**config.mk**
```make
export PLATFORM = sky130hd
export DESIGN_NAME = agc_pwr_est_flat
export DESIGN_NICKNAME = d
export VERILOG_FILES = /design/src/rtl/agc_pwr_est_if.sv /design/src/rtl/agc_pwr_est.sv /design/src/flat_wrapper.sv
export SDC_FILE = /design/constraint.sdc
export NUM_CORES = 1
export LEC_CHECK = 0
export ABC_AREA = 1
export CORE_UTILIZATION = 40
export CTS_CLUSTER_DIAMETER = 40
export DETAILED_ROUTE_END_ITERATION = 8
export PLACE_DENSITY = 0.64
export SKIP_CTS_REPAIR_TIMING = 1
export SLEW_MARGIN = 0
export SYNTH_ARGS = -nofsm -noshare
export SYNTH_HDL_FRONTEND = slang
export SYNTH_SLANG_ARGS = --single-unit
```
**constraint.sdc**
```tcl
create_clock -name clk -period 3.6 [get_ports clk]
set_input_delay 0.72 -clock clk [delete_from_list [all_inputs] [get_ports clk]]
set_output_delay 0.72 -clock clk [all_outputs]
set_load 0.05 [all_outputs]
```
**src/rtl/agc_pwr_est_if.sv**
```systemverilog
// Sample/result bundle for agc_pwr_est; sat_cnt exists only when
// AGC_PWR_EST_SAT_CNT_EN is defined.
interface agc_pwr_est_if #(parameter int DW = 10);
    logic                 est_ena;
    logic                 iq_valid;
    logic signed [DW-1:0] i_data;
    logic signed [DW-1:0] q_data;
    logic [1:0]           win_sel;
    logic [8:0]           pwr_est_dB;
    logic                 pwr_est_end;
    logic                 est_busy;
`ifdef AGC_PWR_EST_SAT_CNT_EN
    logic [11:0]          sat_cnt;

    modport master (output est_ena, iq_valid, i_data, q_data, win_sel,
                    input  pwr_est_dB, pwr_est_end, est_busy, sat_cnt);
    modport slave  (input  est_ena, iq_valid, i_data, q_data, win_sel,
                    output pwr_est_dB, pwr_est_end, est_busy, sat_cnt);
`else
    modport master (output est_ena, iq_valid, i_data, q_data, win_sel,
                    input  pwr_est_dB, pwr_est_end, est_busy);
    modport slave  (input  est_ena, iq_valid, i_data, q_data, win_sel,
                    output pwr_est_dB, pwr_est_end, est_busy);
`endif
endinterface

```
**src/rtl/agc_pwr_est.sv**
```systemverilog
// Windowed I^2+Q^2 power estimator with 0.125 dB/LSB log output.
// Optional saturated-sample counter enabled by AGC_PWR_EST_SAT_CNT_EN.
module agc_pwr_est #(
    parameter int DW = 10
) (
    input  logic         clk,
    input  logic         reset_n,
    agc_pwr_est_if.slave bus
);
    typedef enum logic [2:0] {IDLE, ACC, LOG1, LOG2, LOG3} state_e;

    state_e      state_q, state_d;
    logic [31:0] acc_q, acc_d;
    logic [11:0] cnt_q, cnt_d;
    logic [1:0]  win_q, win_d;
    logic [19:0] mean_q, mean_d;
    logic [8:0]  log2q_q, log2q_d;
    logic [8:0]  db_q, db_d;
    logic        end_q, end_d;

    logic signed [2*DW-1:0] i_sq, q_sq;
    logic [2*DW-1:0]        pwr;
    logic [11:0]            last_idx;
    logic                   take;
    logic [4:0]             shamt;
    logic [31:0]            acc_shr;
    logic [4:0]             lead;
    logic [19:0]            norm;
    logic [17:0]            db_prod;
    logic [9:0]             db_raw;

    assign i_sq    = bus.i_data * bus.i_data;
    assign q_sq    = bus.q_data * bus.q_data;
    assign pwr     = $unsigned(i_sq) + $unsigned(q_sq);
    // The pulse cycle is dead time: the new window starts one cycle later.
    assign take    = bus.iq_valid && !end_q;
    assign shamt   = 5'd6 + {2'b00, win_q, 1'b0};
    assign acc_shr = acc_q >> shamt;
    assign norm    = mean_q << (5'd19 - lead);
    assign db_prod = 18'(log2q_q) * 18'd385;
    assign db_raw  = db_prod[17:8];

    always_comb begin
        case (win_q)
            2'd0:    last_idx = 12'd63;
            2'd1:    last_idx = 12'd255;
            2'd2:    last_idx = 12'd1023;
            default: last_idx = 12'd4095;
        endcase
    end

    always_comb begin
        lead = '0;
        for (int unsigned b = 0; b < 20; b++) begin
            if (mean_q[b]) lead = 5'(b);
        end
    end

    always_comb begin
        state_d = state_q;
        acc_d   = acc_q;
        cnt_d   = cnt_q;
        win_d   = win_q;
        mean_d  = mean_q;
        log2q_d = log2q_q;
        db_d    = db_q;
        end_d   = 1'b0;
        if (!bus.est_ena) begin
            state_d = IDLE;
            acc_d   = '0;
            cnt_d   = '0;
        end else begin
            case (state_q)
                IDLE: begin
                    state_d = ACC;
                    win_d   = bus.win_sel;
                    acc_d   = '0;
                    cnt_d   = '0;
                end
                ACC: begin
                    if (take) begin
                        acc_d = acc_q + 32'(pwr);
                        cnt_d = cnt_q + 12'd1;
                        if (cnt_q == last_idx) state_d = LOG1;
                    end
                end
                LOG1: begin
                    mean_d  = acc_shr[19:0];
                    state_d = LOG2;
                end
                LOG2: begin
                    log2q_d = (mean_q == '0) ? '0 : {lead, norm[18:15]};
                    state_d = LOG3;
                end
                LOG3: begin
                    db_d    = (db_raw > 10'd511) ? 9'd511 : db_raw[8:0];
                    end_d   = 1'b1;
                    acc_d   = '0;
                    cnt_d   = '0;
                    win_d   = bus.win_sel;
                    state_d = ACC;
                end
                default: state_d = IDLE;
            endcase
        end
    end

    always_ff @(posedge clk or negedge reset_n) begin
        if (!reset_n) begin
            state_q <= IDLE;
            acc_q   <= '0;
            cnt_q   <= '0;
            win_q   <= '0;
            mean_q  <= '0;
            log2q_q <= '0;
            db_q    <= '0;
            end_q   <= 1'b0;
        end else begin
            state_q <= state_d;
            acc_q   <= acc_d;
            cnt_q   <= cnt_d;
            win_q   <= win_d;
            mean_q  <= mean_d;
            log2q_q <= log2q_d;
            db_q    <= db_d;
            end_q   <= end_d;
        end
    end

    assign bus.pwr_est_dB  = db_q;
    assign bus.pwr_est_end = end_q;
    assign bus.est_busy    = (state_q != IDLE);

`ifdef AGC_PWR_EST_SAT_CNT_EN
    localparam logic signed [DW-1:0] SMAX = {1'b0, {(DW-1){1'b1}}};
    localparam logic signed [DW-1:0] SMIN = {1'b1, {(DW-1){1'b0}}};

    logic [11:0] satc_q, satc_d, sato_q, sato_d;
    logic        is_sat;

    assign is_sat = (bus.i_data == SMAX) || (bus.i_data == SMIN) ||
                    (bus.q_data == SMAX) || (bus.q_data == SMIN);

    always_comb begin
        satc_d = satc_q;
        sato_d = sato_q;
        if (!bus.est_ena || state_q == IDLE || state_q == LOG3) begin
            satc_d = '0;
        end else if (state_q == ACC && take && is_sat) begin
            satc_d = satc_q + 12'd1;
        end
        if (bus.est_ena && state_q == LOG3) sato_d = satc_q;
    end

    always_ff @(posedge clk or negedge reset_n) begin
        if (!reset_n) begin
            satc_q <= '0;
            sato_q <= '0;
        end else begin
            satc_q <= satc_d;
            sato_q <= sato_d;
        end
    end

    assign bus.sat_cnt = sato_q;
`endif
endmodule
```
**src/flat_wrapper.sv**
```systemverilog
// flat-port wrapper written by rule: the top's interface ports become plain ports
module agc_pwr_est_flat 
#(
    parameter int DW = 10
)
  (clk, reset_n, bus_est_ena, bus_iq_valid, bus_i_data, bus_q_data, bus_win_sel, bus_pwr_est_dB, bus_pwr_est_end, bus_est_busy);
  agc_pwr_est_if #(.DW(DW)) bus_i ();
  input  logic clk;
  input  logic reset_n;
  input wire logic [$bits(bus_i.est_ena)-1:0] bus_est_ena;
  input wire logic [$bits(bus_i.iq_valid)-1:0] bus_iq_valid;
  input wire logic [$bits(bus_i.i_data)-1:0] bus_i_data;
  input wire logic [$bits(bus_i.q_data)-1:0] bus_q_data;
  input wire logic [$bits(bus_i.win_sel)-1:0] bus_win_sel;
  output wire logic [$bits(bus_i.pwr_est_dB)-1:0] bus_pwr_est_dB;
  output wire logic [$bits(bus_i.pwr_est_end)-1:0] bus_pwr_est_end;
  output wire logic [$bits(bus_i.est_busy)-1:0] bus_est_busy;
  assign bus_i.est_ena = bus_est_ena;
  assign bus_i.iq_valid = bus_iq_valid;
  assign bus_i.i_data = bus_i_data;
  assign bus_i.q_data = bus_q_data;
  assign bus_i.win_sel = bus_win_sel;
  assign bus_pwr_est_dB = bus_i.pwr_est_dB;
  assign bus_pwr_est_end = bus_i.pwr_est_end;
  assign bus_est_busy = bus_i.est_busy;
  agc_pwr_est #(.DW(DW)) u_core (.clk(clk), .reset_n(reset_n), .bus(bus_i));
endmodule
```
### After elaboration in Yosys (flattened, before gate mapping)

Cells that the tools add are included.

| word-level totals | value |
|---|---|
| logic and storage cells | 76 |
| output and inout bits | 11 |
| bits in registers | 88 |

| cells by class | value |
|---|---|
| $add $sub $neg | 5 |
| $lt $le $gt $ge | 1 |
| eq/ne operators | 10 |
| reductions and logical operators | 13 |
| multiply operators | 3 |
| shift-type cells | 2 |
| mux-type cells | 34 |

Operators by type and width:

| cell | number |
|---|---|
| 32-bit two-way mux | 2 |
| 32-bit case mux with 2 select lines | 1 |
| 10-bit by 10-bit multiplier with 20-bit output | 2 |
| 12-bit case mux with 3 select lines | 1 |
| 32-bit by 20-bit adder with 32-bit output | 1 |
| 4-bit two-way mux | 8 |
| 32-bit by 5-bit >> shifter with 20-bit output | 1 |
| 12-bit two-way mux | 2 |
| 12-bit case mux with 2 select lines | 1 |
| 3-bit two-way mux | 7 |
| 20-bit adder | 1 |
| 20-bit logical NOT | 1 |
| 5-bit two-way mux | 4 |
| 20-bit by 5-bit left shift with 19-bit output | 1 |
| 9-bit by 9-bit multiplier with 18-bit output (second input constant) | 1 |
| 9-bit two-way mux | 2 |
| 12-bit by 1-bit adder with 12-bit output (second input constant) | 1 |
| 12-bit == test | 1 |
| 3-bit case mux with 4 select lines | 1 |
| 2-bit AND reduction | 6 |
| 10-bit by 9-bit greater-than comparator with 1-bit output (second input constant) | 1 |
| 3-bit by 2-bit inequality test with 1-bit output (second input constant) | 3 |
| 3-bit by 2-bit == test with 1-bit output (second input constant) | 2 |
| 5-bit subtractor (first input constant) | 1 |
| 13 further kinds | 16 |

### Logic depth before layout (Yosys ltp)

| depth | value |
|---|---|
| depth in word-level cells | 22 |
| gate-level depth with buffers | 41 |

### Least setup slack after synthesis

OpenSTA, ideal clock, no wires.

| timing | value |
|---|---|
| path type | input-to-reg |
| start | input port bus_q_data[0] |
| end | register u_core.acc_q[31] |
| stages | 40 |
| path buffers | 1 |
| arrival | 8.333 ns |
| path slack | -4.851 ns |
| cells stage by stage | clkbuf_1 -> nand2_1 -> inv_1 -> fa_1 -> inv_1 -> fa_1 -> fa_1 -> inv_1 -> fa_1 -> fa_1 -> fa_1 -> inv_1 -> fa_1 -> inv_1 -> ha_1 -> nand2_1 -> nor3_1 -> nand2_1 -> [4 not listed] -> o21ai_1 -> nand2_1 -> a31oi_1 -> xor2_1 -> inv_1 -> ha_1 -> nand2_1 -> nor2_1 -> nand2_1 -> inv_1 -> nand4_1 -> o211ai_1 -> nand4_1 -> inv_2 -> nand2_1 -> nor3_1 -> a21oi_1 -> o21a_1 |

| between the ends | value |
|---|---|
| word-level cells in the longest chain between the ends | 6 |

Ends and longest elaborated chain:

| what | line | RTL |
|---|---|---|
| start: declaration | flat_wrapper.sv:13 | `input wire logic [$bits(bus_i.q_data)-1:0] bus_q_data;` |
| 10-bit by 10-bit multiplier with 20-bit output | agc_pwr_est.sv:33 | `assign q_sq = bus.q_data * bus.q_data;` |
| 20-bit adder | agc_pwr_est.sv:34 | `assign pwr = $unsigned(i_sq) + $unsigned(q_sq);` |
| 32-bit by 20-bit adder with 32-bit output | agc_pwr_est.sv:82 | `acc_d = acc_q + 32'(pwr);` |
| 32-bit two-way mux | agc_pwr_est.sv:81 | `if (take) begin` |
| 32-bit case mux with 2 select lines | agc_pwr_est.sv:73 | `case (state_q)` |
| 32-bit two-way mux | agc_pwr_est.sv:68 | `if (!bus.est_ena) begin` |
| end signal: assignment | agc_pwr_est.sv:111 | `acc_q <= '0;` |
| end signal: assignment | agc_pwr_est.sv:120 | `acc_q <= acc_d;` |
| end: declaration | agc_pwr_est.sv:13 | `logic [31:0] acc_q, acc_d;` |

No other way between the ends. The select of a mux whose other input is x is not followed.
A chain may end at the register's enable or synchronous reset.

### Final worst setup path

| timing | value |
|---|---|
| start | input port bus_i_data[4] |
| end | register u_core.acc_q[29] |

| between the ends | value |
|---|---|
| word-level cells in the longest chain between the ends | 6 |

Ends and longest elaborated chain:

| what | line | RTL |
|---|---|---|
| start: declaration | flat_wrapper.sv:12 | `input wire logic [$bits(bus_i.i_data)-1:0] bus_i_data;` |
| 10-bit by 10-bit multiplier with 20-bit output | agc_pwr_est.sv:32 | `assign i_sq = bus.i_data * bus.i_data;` |
| 20-bit adder | agc_pwr_est.sv:34 |  |
| 32-bit by 20-bit adder with 32-bit output | agc_pwr_est.sv:82 |  |
| 32-bit two-way mux | agc_pwr_est.sv:81 |  |
| 32-bit case mux with 2 select lines | agc_pwr_est.sv:73 |  |
| 32-bit two-way mux | agc_pwr_est.sv:68 |  |

No other way between the ends. The select of a mux whose other input is x is not followed.

==> run_results.csv <==
group,metric,value,unit
clock_tree,path_clk_slew,70,ps
outcome,violations,"negative setup slack",
final_layout,syn2layout_area_growth,32.7,%
hold_path,hp-class,"flip-flop to flip-flop",
floorplan,top_level_ports,37,
sta,drv_slew,0,
clock_tree,clockBufferDepth,2,
worst_setup_path,reg2regPathDepth,16,
final_layout,layout_common_cells,"380 x inv_1, 277 x nand2_1, 228 x buf_4, 186 x fa_1, 89 x ha_1",
worst_setup_path,crit_path_start_kind,"primary input",
sta,fin_ws,-4110,ps
worst_setup_path,cp_max_fo,3,
worst_setup_path,arrival,7940,ps
hold_path,min_path_cells,2,
worst_setup_path,worstSetupEndpointType,"flip-flop",
synth,netlist.area_leader.share,0.285,
global_routing,grt_pass1_wl,55900,um
global_routing,antenna_found_initial,0,
placement,dp_hpwl,27100,um
synth,synth_cells,1740,
global_routing,grt_use_total,0.192,
sta,fmax,0.130,GHz
drt,dr.pass1.iters,5,
hold_path,worstHoldEndpoint,"u_core.bus.pwr_est_dB[2]",
worst_setup_path,crit_required,3830,ps
sta,slew-limit-headroom,0.319,
worst_setup_path,cp_num_buf_inv,12,
sta,period_share,2.14,
run,drv_cap,0,
worst_setup_path,max_stage_delay,550,ps
placement,gp_congestion,0.886,
worst_setup_path,r2r-end,"u_core.bus.pwr_est_dB[7]",
drt,drt-initial-drc-count,642,
global_routing,overflow,0,
worst_setup_path,slowest_stage,"fa_2",
floorplan,placementRows,67,
final_layout,nets,2374,
sta,setup_violations,28,
drt,ant_nets,0,
floorplan,die_x,188,um
clock_tree,tritoncts.num_buffers,9,
worst_setup_path,path_depth,42,
synth,ys_async_sr_fraction,1.00,
global_routing,grt_max_degree,81,
worst_setup_path,critPathLaunch,"bus_i_data[4]",
worst_setup_path,reg2reg_from,"u_core.log2q_q[3]",
sta,rsz0062_at_grt,"true",
synth,synth_edf_count,0,
synth,ys_seq_area_frac,0.160,
synth,syn_avg_cell_area,7.92,um^2
synth,synth_top_cell_by_area,"fa_1",
synth,ys.flop_type,"dfrtp_1",
worst_setup_path,critPathKind,"primary input to flip-flop",
synth,syn-num-nets,2097,
clock_tree,clock_latency,350,ps
floorplan,start_util,0.409,
drt,vias,11947,
outcome,status,"finished, violations left",
floorplan,die_area,35200,um^2
synth,synth.distinct_cells,52,
drt,wirelength,33400,um
final_layout,diodes,0,
worst_setup_path,reg2reg_slack,230,ps
hold_path,hp-start,"u_core.bus.pwr_est_dB[2]",
sta,finalClockSkew,12.3,ps
floorplan,core_area,33700,um^2
final_layout,layout_commonest_cell,"inv_1",
sta,fin_crit,7710,ps
worst_setup_path,timing.critical_path.mode_cell,"inv_2",
clock_tree,cts_tree,"built",
clock_tree,cts.sinks,88,
worst_setup_path,critPathTopFamily,"adder cells",
final_layout,drive_gt1_frac,0.279,
sta,hold_viol,0,
floorplan,die_h,188,um
drt,vias_per_cell,4.84,
synth,yosys-top-cells-area,"fa_1 28%, dfrtp_1 16%, ha_1 12%, inv_1 12%, nand2_1 8.6%",
clock_tree,root_buffer,"clkbuf_16",
synth,ys_ff_latch,88,
drt,wl_per_cell,13.5,um
drt,drc,0,
clock_tree,h-tree-depth,3,
sta,whs,502,ps
synth,synth_area,13800,um^2
sta,max_slew.worst_pin.slew,1020,ps
placement,io_buffers,36,
global_routing,grt_pass1_vias,12108,
synth,yosys_warnings,0,
==> cell usage after synthesis, drive strengths merged, types with 3 or more instances <==
master   number
o31ai         3
nor4          8
o21a          6
xor2         33
a2bb2oi       3
o21ai       112
nand4         9
dfrtp        88
a31oi         4
nor2         82
fa          196
clkbuf       39
nand3b        3
inv         447
o41ai         3
o22ai         8
o21bai        5
buf          10
o211ai        9
nand3        93
nor3         11
xnor2        18
nand2       323
ha          135
a21oi        74
==> flip-flops by register name, summed over array words and instances (netlist names) <==
name                    flops
u_core.acc_q               32
u_core.bus.pwr_est_dB       9
u_core.bus.pwr_est_end      1
u_core.cnt_q               12
u_core.log2q_q              9
u_core.mean_q              20
u_core.state_q              3
u_core.win_q                2
==> cell type report <==
class / instances / area, um^2
repair buffers: 315 / 2650
clock buffers: 9 / 225
multi-input cells: 1154 / 10900
clock inverters: 7 / 63.8
flip-flops and latches: 88 / 2200
well taps: 448 / 561
fillers: 3061 / 15400
inverters: 449 / 1700
==> logic make-up after synthesis <==
family | after synthesis | share of synthesized area
simple gates | 532 | 0.161
fa+ha+maj | 331 | 0.407
flops | 88 | 0.160
buf+inv | 498 | 0.138
compound gates | 238 | 0.0996
mux | 2 | 0.00145
xor+xnor | 51 | 0.0324
==> worst min-delay path: cells and delay by family (launching register included) <==
| family | cells | cell delay (ps) |
|---|---|---|
| AO/OA/AOI/OAI | 1 | 70 |
| buffers and inverters | 1 | 40 |
| flip-flops | 1 | 360 |
==> worst max-delay path by stage <==
stage	slack, ps	to
floorplan	-4240	u_core.acc_q[31]
global placement	-4980	u_core.acc_q[31]
detailed placement	-5170	u_core.acc_q[31]
CTS	-4810	u_core.acc_q[31]
global route	-4610	u_core.acc_q[31]
finish	-4110	u_core.acc_q[29]
==> metal layers <==
layer	vias to the layer above	global-route usage	routed length (um)
met5	-	0	0
met4	0	0.0288	280
met3	25	0.0202	1090
met2	178	0.342	17200
met1	5845	0.256	14800
li1	5899	-	-
==> per-stage QoR <==
step           TNS (ps)   util  setup WS, ps  std cells  area, um^2
3_3_place_gp    -120060  0.500         -4980       2413       16800
5_1_grt         -106170  0.543         -4610       2470       18300
2_1_floorplan    -90060      -         -4240       1740       14500
6_report         -96600  0.543         -4110       2470       18300
3_5_place_dp    -122540  0.500         -5170       2413       16800
4_1_cts         -112130  0.508         -4810       2429       17100
Power is left out: the tool's default activity adds up to more than one toggle a clock period on the data nets, which glitch-free logic cannot reach.
